File: src/rtl/log_compact_unpack_pipe.sv
// Two-stage valid/ready decoder from compact posit-style log words to unpacked log fields.
// Optional LOG_UNPACK_SKID_EN adds a 2-entry input skid buffer with a registered in_ready.
module log_compact_unpack_pipe #(
    parameter int unsigned WIDTH = 8,
    parameter int unsigned LS    = 1,
    localparam int unsigned M    = $clog2((WIDTH - 2) * (2 ** LS) + 1) + 1,
    localparam int unsigned F    = WIDTH - 3 - LS
) (
    input  logic                clock,
    input  logic                resetn,
    input  logic                in_valid,
    output logic                in_ready,
    input  logic [WIDTH-1:0]    in_bits,
    output logic                out_valid,
    input  logic                out_ready,
    output logic                out_sign,
    output logic                out_isZero,
    output logic                out_isInf,
    output logic [M-1:0]        out_signedLogExp,
    output logic [F-1:0]        out_logFrac
);

    localparam int unsigned NW = $clog2(WIDTH);
    localparam logic [WIDTH-1:0] InfPattern = {1'b1, {(WIDTH - 1){1'b0}}};

    logic             s1_valid_q, s1_valid_d;
    logic             s2_valid_q, s2_valid_d;
    logic             s1_adv, s1_space, s1_load;
    logic             head_valid;
    logic [WIDTH-1:0] head_bits;

    assign s1_adv   = s1_valid_q && (!s2_valid_q || out_ready);
    assign s1_space = !s1_valid_q || s1_adv;

`ifdef LOG_UNPACK_SKID_EN
    logic [WIDTH-1:0] skid_mem_q [2];
    logic             skid_wr_q, skid_rd_q;
    logic [1:0]       skid_cnt_q, skid_cnt_d;
    logic             in_ready_q;
    logic             push_in, skid_push, skid_pop;

    // With an empty buffer the incoming word bypasses straight into S1.
    assign push_in    = in_valid && in_ready_q;
    assign head_valid = (skid_cnt_q != 2'd0) || push_in;
    assign head_bits  = (skid_cnt_q != 2'd0) ? skid_mem_q[skid_rd_q] : in_bits;
    assign s1_load    = head_valid && s1_space;
    assign skid_pop   = (skid_cnt_q != 2'd0) && s1_load;
    assign skid_push  = push_in && !((skid_cnt_q == 2'd0) && s1_load);
    assign in_ready   = in_ready_q;

    always_comb begin
        skid_cnt_d = skid_cnt_q;
        if (skid_push) skid_cnt_d = skid_cnt_d + 2'd1;
        if (skid_pop)  skid_cnt_d = skid_cnt_d - 2'd1;
    end

    always_ff @(posedge clock or negedge resetn) begin
        if (!resetn) begin
            skid_cnt_q <= 2'd0;
            skid_wr_q  <= 1'b0;
            skid_rd_q  <= 1'b0;
            in_ready_q <= 1'b0;
        end else begin
            skid_cnt_q <= skid_cnt_d;
            in_ready_q <= (skid_cnt_d != 2'd2);
            if (skid_push) skid_wr_q <= ~skid_wr_q;
            if (skid_pop)  skid_rd_q <= ~skid_rd_q;
        end
    end

    always_ff @(posedge clock) begin
        if (skid_push) skid_mem_q[skid_wr_q] <= in_bits;
    end
`else
    assign head_valid = in_valid;
    assign head_bits  = in_bits;
    assign in_ready   = resetn && s1_space;
    assign s1_load    = head_valid && in_ready;
`endif

    // Stage 1 decode: specials, magnitude, regime run length and direction.
    logic             dec_zero, dec_inf, dec_sign, dec_run, run_open;
    logic [WIDTH-2:0] dec_r, dec_rinv, dec_neg;
    logic [NW-1:0]    dec_n;

    always_comb begin
        dec_sign = head_bits[WIDTH-1];
        dec_zero = (head_bits == '0);
        dec_inf  = (head_bits == InfPattern);
        dec_neg  = -head_bits[WIDTH-2:0];
        dec_r    = dec_sign ? dec_neg : head_bits[WIDTH-2:0];
        dec_run  = dec_r[WIDTH-2];
        dec_rinv = dec_run ? dec_r : ~dec_r;
    end

    always_comb begin
        dec_n    = '0;
        run_open = 1'b1;
        for (int i = WIDTH - 2; i >= 0; i--) begin
            if (run_open && dec_rinv[i]) begin
                dec_n = dec_n + NW'(1);
            end else begin
                run_open = 1'b0;
            end
        end
    end

    // The top two magnitude bits are always regime or terminator, so only the tail is kept.
    logic             s1_zero_q, s1_inf_q, s1_sign_q, s1_run_q;
    logic [WIDTH-4:0] s1_r_q;
    logic [NW-1:0]    s1_n_q;

    always_comb begin
        s1_valid_d = s1_valid_q;
        if (s1_load) begin
            s1_valid_d = 1'b1;
        end else if (s1_adv) begin
            s1_valid_d = 1'b0;
        end
    end

    always_ff @(posedge clock or negedge resetn) begin
        if (!resetn) begin
            s1_valid_q <= 1'b0;
            s1_zero_q  <= 1'b0;
            s1_inf_q   <= 1'b0;
            s1_sign_q  <= 1'b0;
            s1_run_q   <= 1'b0;
            s1_r_q     <= '0;
            s1_n_q     <= '0;
        end else begin
            s1_valid_q <= s1_valid_d;
            if (s1_load) begin
                s1_zero_q <= dec_zero;
                s1_inf_q  <= dec_inf;
                s1_sign_q <= dec_sign;
                s1_run_q  <= dec_run;
                s1_r_q    <= dec_r[WIDTH-4:0];
                s1_n_q    <= dec_n;
            end
        end
    end

    // Stage 2: drop the regime with a barrel shift, then assemble k*2^LS + e.
    logic [LS+F-1:0]     s2_ef;
    logic [LS-1:0]       s2_e;
    logic [F-1:0]        s2_frac;
    logic signed [M-1:0] s2_k, s2_exp;

    always_comb begin
        s2_ef   = s1_r_q << (s1_n_q - NW'(1));
        s2_e    = s2_ef[LS+F-1 -: LS];
        s2_frac = s2_ef[F-1:0];
        s2_k    = s1_run_q ? (M'(s1_n_q) - M'(1)) : -M'(s1_n_q);
        s2_exp  = (s2_k <<< LS) + M'(s2_e);
        if (s1_zero_q || s1_inf_q) begin
            s2_exp  = '0;
            s2_frac = '0;
        end
    end

    always_comb begin
        s2_valid_d = s2_valid_q;
        if (s1_adv) begin
            s2_valid_d = 1'b1;
        end else if (out_ready) begin
            s2_valid_d = 1'b0;
        end
    end

    logic          out_sign_q, out_zero_q, out_inf_q;
    logic [M-1:0]  out_exp_q;
    logic [F-1:0]  out_frac_q;

    always_ff @(posedge clock or negedge resetn) begin
        if (!resetn) begin
            s2_valid_q <= 1'b0;
            out_sign_q <= 1'b0;
            out_zero_q <= 1'b0;
            out_inf_q  <= 1'b0;
            out_exp_q  <= '0;
            out_frac_q <= '0;
        end else begin
            s2_valid_q <= s2_valid_d;
            if (s1_adv) begin
                out_sign_q <= s1_sign_q;
                out_zero_q <= s1_zero_q;
                out_inf_q  <= s1_inf_q;
                out_exp_q  <= s2_exp;
                out_frac_q <= s2_frac;
            end
        end
    end

    assign out_valid        = s2_valid_q;
    assign out_sign         = out_sign_q;
    assign out_isZero       = out_zero_q;
    assign out_isInf        = out_inf_q;
    assign out_signedLogExp = out_exp_q;
    assign out_logFrac      = out_frac_q;

endmodule

File: config.mk
export PLATFORM = sky130hd
export DESIGN_NAME = log_compact_unpack_pipe
export DESIGN_NICKNAME = d
export VERILOG_FILES = /design/src/rtl/log_compact_unpack_pipe.sv
export SDC_FILE = /design/constraint.sdc
export NUM_CORES = 1
export LEC_CHECK = 0
export CAP_MARGIN = 20
export CORE_MARGIN = 2
export CORE_UTILIZATION = 30
export DETAILED_ROUTE_END_ITERATION = 10
export PLACE_DENSITY = 0.46
export REMOVE_ABC_BUFFERS = 1
export SLEW_MARGIN = 30
export SYNTH_ARGS = -nofsm -noshare
export SYNTH_HDL_FRONTEND = slang
export SYNTH_SLANG_ARGS = --single-unit
File: constraint.sdc
create_clock -name clock -period 4.74 [get_ports clock]
set_clock_uncertainty 0.05 [all_clocks]
set_input_delay 0.948 -clock clock [delete_from_list [all_inputs] [get_ports clock]]
set_output_delay 0.948 -clock clock [all_outputs]
set_load 0.01 [all_outputs]
==> results of run 1 <==
where the power goes:
group	switching [mW]	internal, mW
clock	0.0653	0.0569
combinational	0.110	0.142
sequential	0.0350	0.272
cell usage in the layout, fill, tap and decap left out, types with 4 or more instances in the layout:
| master | instances |
|---|---|
| xor2_1 | 4 |
| o21ai_1 | 4 |
| a22o_1 | 8 |
| nor3_1 | 5 |
| xnor2_1 | 4 |
| mux2_2 | 6 |
| dfrtp_1 | 26 |
| nand2b_1 | 4 |
| clkdlybuf4s50_1 | 25 |
| nor2_1 | 7 |
| inv_1 | 4 |
| o21ai_0 | 10 |
| nand2_1 | 20 |
cells by family (layout without fill, tap and decap cells):
| group | after synthesis | in the layout |
|---|---|---|
| AND/OR/NAND/NOR | 59 | 59 |
| AO/OA/AOI/OAI | 38 | 38 |
| flip-flops | 26 | 26 |
| buffers and inverters | 13 | 33 |
| multiplexers | 10 | 10 |
| XOR/XNOR | 8 | 8 |
| adder cells (fa/ha/maj) | 2 | 2 |
worst min path at each step:
stage,startpoint,end,cells past startpoint
2_1_floorplan,s1_r_q[4],s1_r_q[4],2
3_3_place_gp,s1_valid_q,out_valid,1
3_5_place_dp,s1_r_q[4],s1_r_q[4],2
4_1_cts,s1_r_q[4],s1_r_q[4],2
5_1_grt,out_logFrac[1],out_logFrac[1],1
6_report,s1_r_q[4],s1_r_q[4],2
critical path, delay by kind of cell:
kind | cells | cell delay, ns
buffers and inverters | 3 | 1.32
and+or+nand+nor | 1 | 0.20
registers in the layout, summed over array words and instances (netlist names):
signal,cells
s1_inf_q,1
s1_r_q,5
s1_run_q,1
out_isInf,1
s1_n_q,3
out_logFrac,4
s1_sign_q,1
out_signedLogExp,5
s1_valid_q,1
s1_zero_q,1
out_sign,1
out_valid,1
out_isZero,1
per-layer routing:
metal  vias to the layer above  GRT usage
li1                        610          -
met1                       573      0.158
met2                        26      0.216
met3                         2    0.00794
met4                         0     0.0468
met5                         -          0
area by class of cell:
class,count,area share
multi-input combinational,117,0.442
tap,67,0.0446
timing repair buffer,26,0.137
inverter,4,0.00799
clock buffer,3,0.0220
sequential,26,0.346
per-stage QoR:
step                instance area (µm²)  setup slack, ns
floorplan                          1500             2.06
global placement                   1840             1.27
detailed placement                 1840             1.24
CTS                                1880             1.23
global route                       1880             1.15
finish                             1880             1.26
==> out/qor.csv, run 1 <==
stage,metric,value,unit
route,routed vias/inst,4.98,
route,met2 routed WL,1.54,mm
final_layout,Storage cell area,651,µm²
outcome,status,finished clean,
clock_network,"Clk Latency, worst-skew pair",0.27,ns
sta,Worst slew margin,0.458,
route,Residual DRC,0,
critical_path,CP Cell Sequence,clkdlybuf4s50_1 > buf_4 > and2_1 > clkdlybuf4s50_1,
critical_path,reg2reg start,s1_n_q[0],
power_and_ir_drop,Final Power,0.681,mW
sta,Fin Setup TNS,0,ns
synth,synth unique cells,46,
synth,synth cell count leaders,"dfrtp_1, nand2_1, o21ai_0",
final_layout,area of the multi-input gates,830,µm²
clock_network,setup repair bufs after CTS,0,
synth,yosys warns,0,
synth,Synth Area in Simple Gates,0.222,
die,Boundary Pins,26,
critical_path,Setup Crit Path Kind,in -> out,
sta,fin crit period,3.48,ns
synth,post-synth top area cell,dfrtp_1,
route,DR iter-0 viols,51,
power_and_ir_drop,pwr dens,363,mW/mm²
route,via count,1211,
sta,Final Slew Violations,0,
final_layout,number of diodes,0,
die,core area,0.00482,mm²
synth,"Top FF cell, synth",dfrtp_1,
critical_path,Worst R2R End,out_logFrac[1],
placed_design,Placer Congestion,0.784,
sta,Setup-failing EPs final,0,
synth,mux share of post-synthesis cell area,0.0712,
global_routing,first-pass GRT wire length,5.49,mm
hold_path,worst hold path class,reg -> reg,
critical_path,WP data arrival,2.48,ns
placed_design,placed cells,240,
synth,Post-synth EDFFs,0,
critical_path,Critical Path Sink,in_ready,
die,overall die area,0.00568,mm²
clock_network,total CTS buffers,3,
critical_path,worst-case reg-to-reg path depth,5,
clock_network,post-cts sizing count,0,
sta,RSZ-0062 raised after global routing,no,
synth,top cell type's share of synthesized area,0.426,
placed_design,IO buf count,25,
final_layout,final core occ,0.390,
critical_path,crit end category,output port,
critical_path,Critical Path Start Type,input port,
route,Wirelength per Cell,12.7,µm
placed_design,DP HPWL,2.40,mm
route,drt first pass iters,4,
synth,"flops & latches, synth",26,
critical_path,CP dominant cell by count,clkdlybuf4s50_1,
sta,Fmax,0.288,GHz
power_and_ir_drop,peak supply drop,0.127,mV
critical_path,Worst Path Required,3.74,ns
sta,Tightest Pin Transition,0.806,ns
final_layout,layout cells sized above 1,0.114,
power_and_ir_drop,leakage,0.781,nW
sta,fin crit share,0.733,
critical_path,flop2flop setup slack,2.61,ns
synth,Synth Area in Adders,0.0164,
die,Initial Util,0.317,
global_routing,Overflow after GRT,0,
die,Die Span Y,75.4,µm
global_routing,largest net degree at the start of global routing,28,
clock_network,clock-pin slew on the worst setup and hold paths,0.09,ns
synth,register area share after synthesis,0.426,
die,Die W,75.4,µm
route,WL final,3.09,mm
sta,worst hold margin,0.438,ns
clock_network,cts hold-fix bufs,0,
final_layout,fin nets,192,
clock_network,htree depth,1,
critical_path,CP startpoint,resetn,
clock_network,clock sinks,26,
clock_network,root buffer cell,clkbuf_8,
global_routing,antenna violations before repair,0,
final_layout,P&R area growth vs syn,22.8,%
synth,Synth Area in XOR/XNOR,0.0458,
global_routing,vias in the first global route,1188,
synth,Mean Syn Cell Area,9.80,µm²
synth,top post-synthesis cells by area,"dfrtp_1, nand2_1, a22o_1, mux2_2, o21ai_0",
sta,Hold Fails Final Rpt,0,
die,Site Rows,25,
synth,Syn Inst Count,156,
clock_network,Max clock buf depth,2,
final_layout,final cell count without fillers,243,
route,Top Layer Used,met4,
route,WL met3,71,µm
clock_network,CTS tree,yes,
synth,Compound-Gate Fraction of Synth Area,0.187,
synth,largest family of logic cells by synthesized area,simple AND/OR/NAND/NOR gates,
synth,ys async rst share,1.00,
route,Met1 Wirelength,1.46,mm
critical_path,Worst path slowest cell,clkdlybuf4s50_1,
run,max-capacitance violation count,0,
global_routing,GR Util All Layers,0.123,
synth,Post-Syn Area,0.00153,mm²
critical_path,crit-path max cell delay,0.54,ns
synth,top-count cell post-synth,dfrtp_1,
critical_path,"Max FO, Critical Path",27,
route,remaining antenna violation count,0,
final_layout,fillers,498,
Note: power is estimated with default switching activity, not from simulation.
==> inputs of run 2 (changes only) <==
--- a/config.mk
+++ b/config.mk
@@ -9,7 +9,7 @@
 export CORE_MARGIN = 2
 export CORE_UTILIZATION = 30
 export DETAILED_ROUTE_END_ITERATION = 10
-export PLACE_DENSITY = 0.46
+export PLACE_DENSITY = 0.48
 export REMOVE_ABC_BUFFERS = 1
 export SLEW_MARGIN = 30
 export SYNTH_ARGS = -nofsm -noshare
==> constraint.sdc (replaced) <==
create_clock -name clock -period 3.14 [get_ports clock]
set_clock_uncertainty 0.05 [all_clocks]
set_input_delay 0.628 -clock clock [delete_from_list [all_inputs] [get_ports clock]]
set_output_delay 0.628 -clock clock [all_outputs]
set_load 0.01 [all_outputs]
==> out/qor.csv, run 2 (synthesized netlist as in run 1, its figures left out) <==
stage,metric,value,unit
power_and_ir_drop,clock share of power,0.175,
die,Initial Util,0.317,
power_and_ir_drop,pwr dens,540,mW/mm²
die,Boundary Pins,26,
route,WL final,3.11,mm
global_routing,GR Util All Layers,0.120,
critical_path,Setup Crit Path Kind,in -> reg,
sta,Hold Fails Final Rpt,0,
route,WL met3,66,µm
critical_path,Worst Path Required,3.27,ns
power_and_ir_drop,total internal power,0.716,mW
power_and_ir_drop,Final Power,1.03,mW
clock_network,cts hold-fix bufs,0,
power_and_ir_drop,leakage,0.801,nW
sta,fin crit share,0.873,
final_layout,"commonest non-fill, non-tap cells in the layout","dfrtp_1, clkdlybuf4s50_1, nand2_1",
die,overall die area,0.00568,mm²
clock_network,post-cts sizing count,0,
final_layout,fillers,502,
sta,Tightest Pin Transition,0.699,ns
power_and_ir_drop,sequential power share,0.449,
die,Die W,75.4,µm
clock_network,CTS tree,yes,
critical_path,Critical Path Sink,s1_n_q[0],
route,Residual DRC,0,
global_routing,first-pass GRT wire length,5.33,mm
sta,fin crit period,2.74,ns
power_and_ir_drop,Psw,0.314,mW
critical_path,crit end category,flop,
critical_path,Critical Path Start Type,input port,
placed_design,placed cells,244,
route,Met1 Wirelength,1.55,mm
route,routed vias/inst,4.88,
route,DR iter-0 viols,32,
sta,Fin Setup TNS,0,ns
power_and_ir_drop,combinational power share,0.376,
die,Site Rows,25,
critical_path,"Max FO, Critical Path",6,
placed_design,Placer Congestion,0.782,
sta,Fmax,0.365,GHz
clock_network,Max clock buf depth,2,
global_routing,largest net degree at the start of global routing,27,
placed_design,DP HPWL,2.41,mm
route,via count,1206,
placed_design,pre-CTS setup slack,0.142,ns
final_layout,final cell count without fillers,247,
final_layout,layout cells sized above 1,0.133,
final_layout,P&R area growth vs syn,24.8,%
die,Die Span Y,75.4,µm
critical_path,reg2reg start,s1_n_q[0],
route,remaining antenna violation count,0,
final_layout,"most common cell after layout, fill and taps aside",dfrtp_1,
run,max-capacitance violation count,0,
sta,setup ws final,0.398,ns
final_layout,fin nets,196,
critical_path,Worst R2R End,out_logFrac[1],
sta,Worst slew margin,0.533,
clock_network,clock-pin slew on the worst setup and hold paths,0.08,ns
die,core area,0.00482,mm²
critical_path,worst-case reg-to-reg path depth,6,
clock_network,"Clk Latency, worst-skew pair",0.26,ns
critical_path,WP data arrival,2.87,ns
critical_path,flop2flop setup slack,1.28,ns
clock_network,htree depth,1,
outcome,status,finished clean,
sta,Setup-failing EPs final,0,
power_and_ir_drop,Net Sw Frac,0.305,
clock_network,clock sinks,26,
final_layout,number of diodes,0,
critical_path,CP startpoint,in_bits[0],
route,met2 routed WL,1.46,mm
clock_network,root buffer cell,clkbuf_8,
sta,Final Slew Violations,0,
power_and_ir_drop,peak supply drop,0.211,mV
global_routing,Overflow after GRT,0,
hold_path,worst hold path class,reg -> reg,
sta,RSZ-0062 raised after global routing,no,
placed_design,IO buf count,25,
global_routing,vias in the first global route,1167,
clock_network,setup repair bufs after CTS,0,
clock_network,total CTS buffers,3,
route,drt first pass iters,4,
route,Wirelength per Cell,12.6,µm
route,Top Layer Used,met4,
global_routing,antenna violations before repair,0,
## run 2: cell count changes in the layout (fill, tap and decap cells not counted)
cell and change:
buf_4 +4
## run 2: layer usage
layer	vias to the layer above	global-route usage
met5	-	0
met2	19	0.210
met4	0	0.0409
met1	563	0.151
li1	622	-
met3	2	0.0172
## run 2: worst min path at each step
stage	cells after the start	start	slack (ns)	endpoint
floorplan	0	resetn	0.28	out_isInf
global placement	1	s1_valid_q	0.41	out_valid
detailed placement	1	s1_valid_q	0.42	out_valid
CTS	1	s1_valid_q	0.44	out_valid
global route	1	out_logFrac[1]	0.45	out_logFrac[1]
finish	1	s1_valid_q	0.44	out_valid
## run 2: final cells by class
class                   instances  area, µm²  area share
clock buffers                   3       41.3      0.0216
inverters                       4       15.0     0.00787
multi-input cells             117        830       0.435
flip-flops and latches         26        651       0.341
well taps                      67       83.8      0.0439
repair buffers                 30        288       0.151
## run 2: power by group through the flow
stage | Sequential [mW] | Combinational [mW] | Clock, mW
finish | 0.463 | 0.387 | 0.180
global route | 0.477 | 0.433 | 0.199
CTS | 0.466 | 0.393 | 0.190
detailed placement | 0.474 | 0.393 | 0
global placement | 0.469 | 0.390 | 0
floorplan | 0.489 | 0.188 | 0
## run 2: metrics by stage
stage / area (µm²) / utilization / hold WS, ns
after floorplan: 1500 / - / 0.282
after CTS: 1910 / 0.396 / 0.442
after global placement: 1870 / 0.388 / 0.415
after global routing: 1910 / 0.396 / 0.453
final: 1910 / 0.396 / 0.437
after detailed placement: 1870 / 0.388 / 0.424
## run 2: worst max-delay path, stage by stage
cell             delay (ns)
clkdlybuf4s50_1        0.51
inv_1                  0.12
ha_1                   0.18
or4b_4                 0.50
nor4b_4                0.24
a211oi_1               0.12
o32ai_2                0.28
o211ai_1               0.14
a22oi_2                0.15
==> inputs of run 3 (changes only) <==
--- a/config.mk
+++ b/config.mk
@@ -9,6 +9,7 @@
 export CORE_MARGIN = 2
 export CORE_UTILIZATION = 30
 export DETAILED_ROUTE_END_ITERATION = 10
+export GPL_ROUTABILITY_DRIVEN = 0
 export PLACE_DENSITY = 0.48
 export REMOVE_ABC_BUFFERS = 1
 export SLEW_MARGIN = 30
==> results of run 3 <==
The final DEF is identical to that of run 2; final timing and power are the same.
